File: src/rtl/div8_seq.sv
// -----------------------------------------------------------------------------
// div8_seq
//
// Sequential 8-bit unsigned restoring divider. It produces one quotient bit
// per clock by shift-and-subtract and uses a start/busy/done handshake.
//
// An operation accepted on edge E0 iterates on E1..E8. The result is presented
// with a one-cycle done pulse after E8. The block returns to IDLE on E9 and can
// accept the next start on the following edge. A zero divisor skips the
// iterations entirely: done follows E0 directly with quotient = 8'hFF,
// remainder = dividend and div_by_zero = 1.
//
// Ports:
//   clk          system clock, rising edge
//   rst          asynchronous active-high reset; clears state and all outputs
//   start        operation request, sampled only in IDLE
//   dividend     unsigned dividend, latched with start
//   divisor      unsigned divisor, latched with start
//   quotient     registered quotient of the last completed operation
//   remainder    registered remainder of the last completed operation
//   busy         high while the iterations are running
//   done         one-cycle completion pulse
//   div_by_zero  registered flag: last completed operation had divisor == 0
// -----------------------------------------------------------------------------
module div8_seq (
    input  logic       clk,
    input  logic       rst,
    input  logic       start,
    input  logic [7:0] dividend,
    input  logic [7:0] divisor,
    output logic [7:0] quotient,
    output logic [7:0] remainder,
    output logic       busy,
    output logic       done,
    output logic       div_by_zero
);

    typedef enum logic [1:0] {
        IDLE = 2'd0,
        RUN  = 2'd1,
        DONE = 2'd2
    } state_t;

    state_t      state_reg;
    logic [7:0]  q_reg;       // dividend shifting out, quotient shifting in
    logic [7:0]  d_reg;       // latched divisor
    logic [8:0]  r_reg;       // partial remainder
    logic [3:0]  count_reg;   // completed iterations

    // -------------------------------------------------------------------------
    // One restoring iteration, computed combinationally from the current state.
    // The pair {r,q} shifts left by one, so the MSB of q enters r. r_reg always
    // holds a value below the divisor after a step, so r_reg[8] is zero on
    // entry to every iteration and the shifted remainder fits in 9 bits.
    // -------------------------------------------------------------------------
    logic [8:0]  r_shift;
    logic [7:0]  q_shift;
    logic [8:0]  d_inv;
    logic [8:0]  trial;
    logic [9:0]  carry;
    logic        borrow;
    logic [8:0]  r_next;
    logic [7:0]  q_next;
    logic        unused_r_msb;

    assign r_shift      = {r_reg[7:0], q_reg[7]};
    assign q_shift      = {q_reg[6:0], 1'b0};
    assign unused_r_msb = r_reg[8];

    // Trial subtraction r_shift - {0,d} as r_shift + ~{0,d} + 1. It uses the
    // same full-adder ripple structure as the companion adder datapath.
    assign d_inv    = ~{1'b0, d_reg};
    assign carry[0] = 1'b1;

    generate
        for (genvar gi = 0; gi < 9; gi++) begin : g_sub
            assign trial[gi]   = r_shift[gi] ^ d_inv[gi] ^ carry[gi];
            assign carry[gi+1] = (r_shift[gi] & d_inv[gi])
                               | (r_shift[gi] & carry[gi])
                               | (d_inv[gi]   & carry[gi]);
        end
    endgenerate

    // No carry out of the 9-bit two's complement add means the trial went
    // negative: keep (restore) the shifted remainder and emit a 0 quotient bit.
    assign borrow = ~carry[9];
    assign r_next = borrow ? r_shift : trial;
    assign q_next = {q_shift[7:1], ~borrow};

    // -------------------------------------------------------------------------
    // Control FSM and datapath registers. All outputs are registered.
    // -------------------------------------------------------------------------
    always_ff @(posedge clk or posedge rst) begin
        if (rst) begin
            state_reg   <= IDLE;
            q_reg       <= 8'd0;
            d_reg       <= 8'd0;
            r_reg       <= 9'd0;
            count_reg   <= 4'd0;
            quotient    <= 8'd0;
            remainder   <= 8'd0;
            div_by_zero <= 1'b0;
            busy        <= 1'b0;
            done        <= 1'b0;
        end else begin
            case (state_reg)
                IDLE: begin
                    done <= 1'b0;
                    busy <= 1'b0;
                    if (start) begin
                        q_reg     <= dividend;
                        d_reg     <= divisor;
                        r_reg     <= 9'd0;
                        count_reg <= 4'd0;
                        if (divisor != 8'd0) begin
                            state_reg <= RUN;
                            busy      <= 1'b1;
                        end else begin
                            // Divide by zero: present the result right away.
                            state_reg   <= DONE;
                            done        <= 1'b1;
                            quotient    <= 8'hFF;
                            remainder   <= dividend;
                            div_by_zero <= 1'b1;
                        end
                    end
                end

                RUN: begin
                    q_reg     <= q_next;
                    r_reg     <= r_next;
                    count_reg <= count_reg + 4'd1;
                    if (count_reg == 4'd7) begin
                        // Eighth iteration: load the outputs from this step.
                        state_reg   <= DONE;
                        busy        <= 1'b0;
                        done        <= 1'b1;
                        quotient    <= q_next;
                        remainder   <= r_next[7:0];
                        div_by_zero <= 1'b0;
                    end
                end

                DONE: begin
                    // start is ignored here; the request must come in IDLE.
                    done      <= 1'b0;
                    state_reg <= IDLE;
                end

                default: begin
                    state_reg <= IDLE;
                    busy      <= 1'b0;
                    done      <= 1'b0;
                end
            endcase
        end
    end

endmodule
File: config.mk
export PLATFORM = sky130hd
export DESIGN_NAME = div8_seq
export DESIGN_NICKNAME = d
export VERILOG_FILES = /design/src/rtl/div8_seq.sv
export SDC_FILE = /design/constraint.sdc
export NUM_CORES = 1
export LEC_CHECK = 0
export CAP_MARGIN = 0
export CORE_MARGIN = 10
export CORE_UTILIZATION = 45
export CTS_BUF_LIST = sky130_fd_sc_hd__clkbuf_4 sky130_fd_sc_hd__clkbuf_8
export CTS_CLUSTER_SIZE = 24
export DETAILED_ROUTE_END_ITERATION = 6
export PLACE_DENSITY = 0.69
export SYNTH_ARGS = -nofsm -noshare
export SYNTH_HDL_FRONTEND = slang
export SYNTH_SLANG_ARGS = --single-unit
File: constraint.sdc
create_clock -name clk -period 3.8 [get_ports clk]
set_clock_uncertainty 0.05 [all_clocks]
set_input_delay 1.14 -clock clk [delete_from_list [all_inputs] [get_ports clk]]
set_output_delay 1.14 -clock clk [all_outputs]
set_load 0.02 [all_outputs]
Word-level counts from Yosys, hierarchy flattened

Cells that the tools add are included.
Widths: inputs -> output; s select.

Flip-flop bits (word level): 49
Latch bits: 0
Bits in writable memories: 0
ROM bits: 0
Input port bits: 19
Output and inout port bits: 19
Logic and storage cells: 116
Memories: 0

Add/subtract/negate cells: 1
Multipliers: 0
Divide/modulo/power cells: 0
Magnitude comparators: 0
Eq/ne operators: 6
Shift operators: 0
Multiplexer cells: 30
Bitwise logic cells: 61
Reductions and logical operators: 8

Operators by type and width:

| cell                | count |
|---|---|
| $mux 8              | 9 |
| $pmux 8 s2          | 4 |
| $and 1x1->1         | 25 |
| $or 1x1->1          | 18 |
| $xor 1x1->1         | 15 |
| $not 8->9           | 1 |
| $mux 1              | 8 |
| $pmux 4 s2          | 1 |
| $reduce_and 2->1    | 4 |
| $reduce_bool 8->1   | 1 |
| $mux 2              | 3 |
| $ne 2x2->1 const B  | 3 |
| $add 4x1->4 const B | 1 |
| $eq 4x3->1 const B  | 1 |
| $mux 4              | 1 |
| $pmux 1 s2          | 2 |
| $pmux 2 s2          | 1 |
| $reduce_and 4->1    | 1 |
| $pmux 1 s3          | 1 |
| $eq 2x1->1 const B  | 1 |
| $eq 2x2->1 const B  | 1 |
| $logic_not 2->1     | 1 |
| $not 1->1           | 2 |
| $reduce_bool 2->1   | 1 |

Longest topological paths before layout

Depth in word-level cells: 31
Mapped depth: 16
Mapped depth without buffers: 14

Worst setup path before layout

Ideal clock, no wire load.

Kind: register to register
Start point: register q_reg[7]
End point: register remainder[7]
Library setup time: 65 ps
Arrival: 3,955 ps
Required time: 3,685 ps
Slack: -270 ps
Stages on the path, launching flop included: 17
Buffers on the path: 2
Clock period less this slack: 4,070 ps
Cell sequence: dfrtp_1 > inv_1 > ha_1 > fa_1 > fa_1 > fa_1 > fa_1 > fa_1 > fa_1 > inv_1 > fa_1 > clkbuf_1 > or2_2 > clkbuf_1 > nand2_1 > a31oi_1 > mux2_2

Cells in the longest elaborated chain, start to end: 30
Elaborated cells between the ends (all ways): 39
Classes of those cells: 3 x mux; 36 x bitwise

RTL lines:

| item                   | line | text |
|---|---|---|
| start, declared        | 45   | `logic [7:0] q_reg;` |
| start signal, assigned | 111  | `q_reg <= dividend;` |
| start signal, assigned | 130  | `q_reg <= q_next;` |
| $and 1x1->1            | 78   | `assign carry[gi+1] = (r_shift[gi] & d_inv[gi])` |
| $or 1x1->1 (*)         | 79   | `\| (r_shift[gi] & carry[gi])` |
| $or 1x1->1 (*)         | 80   | `\| (d_inv[gi] & carry[gi]);` |
| $and 1x1->1            | 79   |  |
| $or 1x1->1             | 79   |  |
| $or 1x1->1 (*)         | 80   |  |
| $and 1x1->1            | 79   |  |
| $or 1x1->1             | 79   |  |
| [... 14 more ...]      | n/a  |  |
| $or 1x1->1             | 79   |  |
| $or 1x1->1             | 80   |  |
| $and 1x1->1            | 79   |  |
| $or 1x1->1             | 79   |  |
| $or 1x1->1             | 80   |  |
| $mux 8 (*)             | 87   | `assign r_next = borrow ? r_shift : trial;` |
| $mux 8 (*)             | 133  | `if (count_reg == 4'd7) begin` |
| $pmux 8 s2 (*)         | 106  | `case (state_reg)` |
| end signal, assigned   | 123  | `remainder <= dividend;` |
| end signal, assigned   | 139  | `remainder <= r_next[7:0];` |
| end, declared          | 32   | `output logic [7:0] remainder,` |

Every way passes the cells marked *; elsewhere a longest branch is shown, timed or not. The select of a mux whose other input is x is not followed.
A chain may end at the register's enable or synchronous reset.

Worst setup path after layout

Start point: register d_reg[0]
End point: register remainder[1]

Cells in the longest elaborated chain, start to end: 31
Elaborated cells between the ends (all ways): 40
Classes of those cells: 3 x mux; 37 x bitwise

RTL lines:

| item                   | line | text |
|---|---|---|
| start, declared        | 46   | `logic [7:0] d_reg;` |
| start signal, assigned | 112  | `d_reg <= divisor;` |
| $not 8->9 (*)          | 72   | `assign d_inv = ~{1'b0, d_reg};` |
| $and 1x1->1            | 78   |  |
| $or 1x1->1             | 79   |  |
| $or 1x1->1 (*)         | 80   |  |
| $and 1x1->1            | 79   |  |
| $or 1x1->1             | 79   |  |
| $or 1x1->1             | 80   |  |
| $and 1x1->1            | 79   |  |
| [... 15 more ...]      | n/a  |  |
| $or 1x1->1             | 79   |  |
| $or 1x1->1             | 80   |  |
| $and 1x1->1            | 79   |  |
| $or 1x1->1             | 79   |  |
| $or 1x1->1             | 80   |  |
| $mux 8 (*)             | 87   |  |
| $mux 8 (*)             | 133  |  |
| $pmux 8 s2 (*)         | 106  |  |

Marks and branches as above.

==> flow_metrics.env <==
export IMPL_status="complete, no violations"
export IMPL_tightest_slew_ns=0.610
export IMPL_post_cts_hold_buffer_count=0
export IMPL_cts_buffer_depth=2
export IMPL_hp_class="reg -> reg"
export IMPL_yosysSeqAreaShare_pct=51.8
export IMPL_clkSinkCount=49
export IMPL_clkPwrFrac_pct=10.9
export IMPL_grt_max_degree=50
export IMPL_yosysTopAreaCell="dfrtp_1"
export IMPL_start_util_pct=46.4
export IMPL_critPathCaptureType="register"
export IMPL_slew_headroom_pct=59.3
export IMPL_p_switching_mw=1.18
export IMPL_synth_cell_types=31
export IMPL_gp_congestion=0.884
export IMPL_antenna_found_initial=0
export IMPL_grt_overflow_total=0
export IMPL_grt_pass1_vias=1804
export IMPL_drt_wirelength_per_cell_um=15.5
export IMPL_holdWs_ns=0.445
export IMPL_synth_edf_count=0
export IMPL_max_freq_ghz=0.264
export IMPL_setup_viol=0
export IMPL_fin_setup_tns_ns=0
export IMPL_syn_to_final_growth_pct=27.6
export IMPL_viasPerCell=5.15
export IMPL_htreeDepth=2
export IMPL_period_share_pct=99.7
export IMPL_synth_seq_cells=49
export IMPL_fillers=450
export IMPL_arrival_ns=3.94
export IMPL_cts_made_buffers=5
export IMPL_synth_top_cell_area_share_pct=51.8
export IMPL_worstSkewPairLatency_ns=0.31
export IMPL_synthCells=222
export IMPL_rsz0062_at_grt="true"
export IMPL_crit_fanout=4
export IMPL_regArea_um2=1230
export IMPL_rrSetupSlack_ns=0.01
export IMPL_fp_dieW_um=92.6
export IMPL_ant_nets=0
export IMPL_syn_avg_cell_area_um2=10.7
export IMPL_grt_usage_pct=12.6
export IMPL_drt_iter0_markers=87
export IMPL_dpl_hpwl_um=3760
export IMPL_power_per_cell_area_nw_per_um2=969
export IMPL_internal_power_mw=1.74
export IMPL_total_leakage_power_nw=1.34
export IMPL_portBuffers=37
export IMPL_power_frac_comb_pct=56.2
export IMPL_core_area_um2=5110
export IMPL_cts_tree="built"
export IMPL_path_class="reg -> reg"
export IMPL_drv_slew=0
export IMPL_drive_gt1_share_pct=20.4
export IMPL_final_nets=297
export IMPL_dr_pass1_iters=4
export IMPL_cp_start_kind="register"
export IMPL_cp_data_required_time_ns=3.95
export IMPL_multi_input_area_um2=1040
export IMPL_path_clk_slew_ns=0.09
export IMPL_drc_errors=0
export IMPL_synth_cell_area_um2=2370
export IMPL_synth_area_leaders="dfrtp_1 (52%), mux2_2 (7.6%), fa_1 (5.9%)"
export IMPL_drt_total_wl_um=5260
export IMPL_n_antenna_cell=0
export IMPL_die_area_um2=8570
export IMPL_root_buffer="clkbuf_8"
export IMPL_hold_violations=0
export IMPL_synth_top_flop_cell="dfrtp_1"
export IMPL_ys_warn_count=0
export IMPL_grt_pass1_wl_um=8880
export IMPL_ioPinCount=38
export IMPL_fin_crit_ns=3.79
export IMPL_maxCapViolCount=0
export IMPL_syn_nets=250
export IMPL_dieHeight_um=92.6
export IMPL_peakVddDrop_v=0.000603
export IMPL_rows=26
export IMPL_sw_frac_of_total_pct=40.5
export IMPL_async_flop_share_pct=100
export IMPL_p_seq_share_pct=32.9
export IMPL_num_vias=1750
[area by class of cell]
cell class / count / share of cell area, %
clock buffer: 6 / 2.53
clock inverter: 2 / 0.455
inverter: 19 / 2.36
tap: 70 / 2.90
multi-input combinational: 141 / 34.3
timing repair buffer: 53 / 16.9
sequential: 49 / 40.6
[cells in the mapped netlist, types with 3 or more instances]
library cell  number
inv_1             19
buf_2              3
mux2_2            16
fa_1               7
mux2i_1            7
nand2_1           31
dfrtp_1           49
clkbuf_1           8
nor2b_1            4
nor2_1            13
o211ai_1           7
a22oi_1            8
o21ai_0           26
[worst max-delay path, cell delays in order (launching register included)]
cell      delay, ns
dfrtp_1        0.42
ha_4           0.17
fa_2           0.33
fa_2           0.35
fa_2           0.34
fa_2           0.34
fa_2           0.34
fa_2           0.34
inv_2          0.07
fa_2           0.25
buf_6          0.12
o21ai_1        0.06
o211ai_1       0.15
nand2_1        0.09
mux2_4         0.26
[layout by cell type, fill, tap and decap left out, drive strengths merged, types with 2 or more instances in the layout]
cell type	synthesis	routed
a21oi	2	2
fa	7	7
buf	5	16
inv	19	20
ha	2	2
a22oi	8	8
nor2b	4	4
o22ai	2	2
dfrtp	49	49
o21ai	26	26
a22o	2	2
or4	2	2
nor2	14	14
mux2	17	17
mux2i	7	7
o211ai	7	7
clkdlybuf4s50	0	37
nand3b	2	2
or2	2	2
clkbuf	8	6
nand2	31	31
[per-stage QoR]
step	util (%)	area (µm²)	setup WS, ns	cells	total power, mW
finish	59.2	3020	0.0104	340	2.93
global route	59.2	3020	-0.146	340	3.20
CTS	58.3	2980	0.000404	338	2.86
detailed placement	55.8	2850	-0.227	327	2.47
global placement	55.8	2850	-0.195	327	2.45
floorplan	-	2390	0.00191	222	1.98
[kinds of logic (layout without fill, tap and decap cells)]
family                   count (synthesis)  in the layout  share of synthesized area [%]
buffers and inverters                   32             80                           6.23
adder cells (fa/ha/maj)                  9              9                           6.97
AO/OA/AOI/OAI                           50             50                           12.9
multiplexers                            24             24                           11.0
AND/OR/NAND/NOR                         58             58                           11.0
flip-flops                              49             49                           51.8
[final timing paths]
path                       cells past startpoint                    start                       end
max                                           14     d_reg[0]$_DFFE_PP0P_  remainder[1]$_DFFE_PP0P_
min                                            1  quotient[0]$_DFFE_PP0P_   quotient[0]$_DFFE_PP0P_
max reg2reg                                   14     d_reg[0]$_DFFE_PP0P_  remainder[1]$_DFFE_PP0P_
min reg2reg                                    1  quotient[0]$_DFFE_PP0P_   quotient[0]$_DFFE_PP0P_
max in group asynchronous                      3                      rst      d_reg[6]$_DFFE_PP0P_
min in group asynchronous                      3                      rst   quotient[6]$_DFFE_PP0P_
[power by group through the flow]
stage / Clock [mW] / Combinational, mW / Sequential [mW]
finish: 0.319 / 1.65 / 0.964
global route: 0.344 / 1.85 / 1.00
detailed placement: 0 / 1.51 / 0.966
floorplan: 0 / 0.966 / 1.01
global placement: 0 / 1.48 / 0.963
CTS: 0.326 / 1.58 / 0.958
[per-layer routing]
metal | vias to the layer above | GRT usage [%] | share of wire [%]
met5 | - | 0 | 0
met1 | 865 | 16.1 | 45
met4 | 0 | 3.60 | 1.1
li1 | 840 | - | -
met3 | 6 | 3.71 | 4.8
met2 | 39 | 20.2 | 49
[repair_timing]
item                       4_1_cts  5_1_grt
setup endpoints to repair       18       17
pin swaps                        2        3
setup buffers                    3        2
resized for setup                7       11
Note: power is estimated with default switching activity, not from simulation.
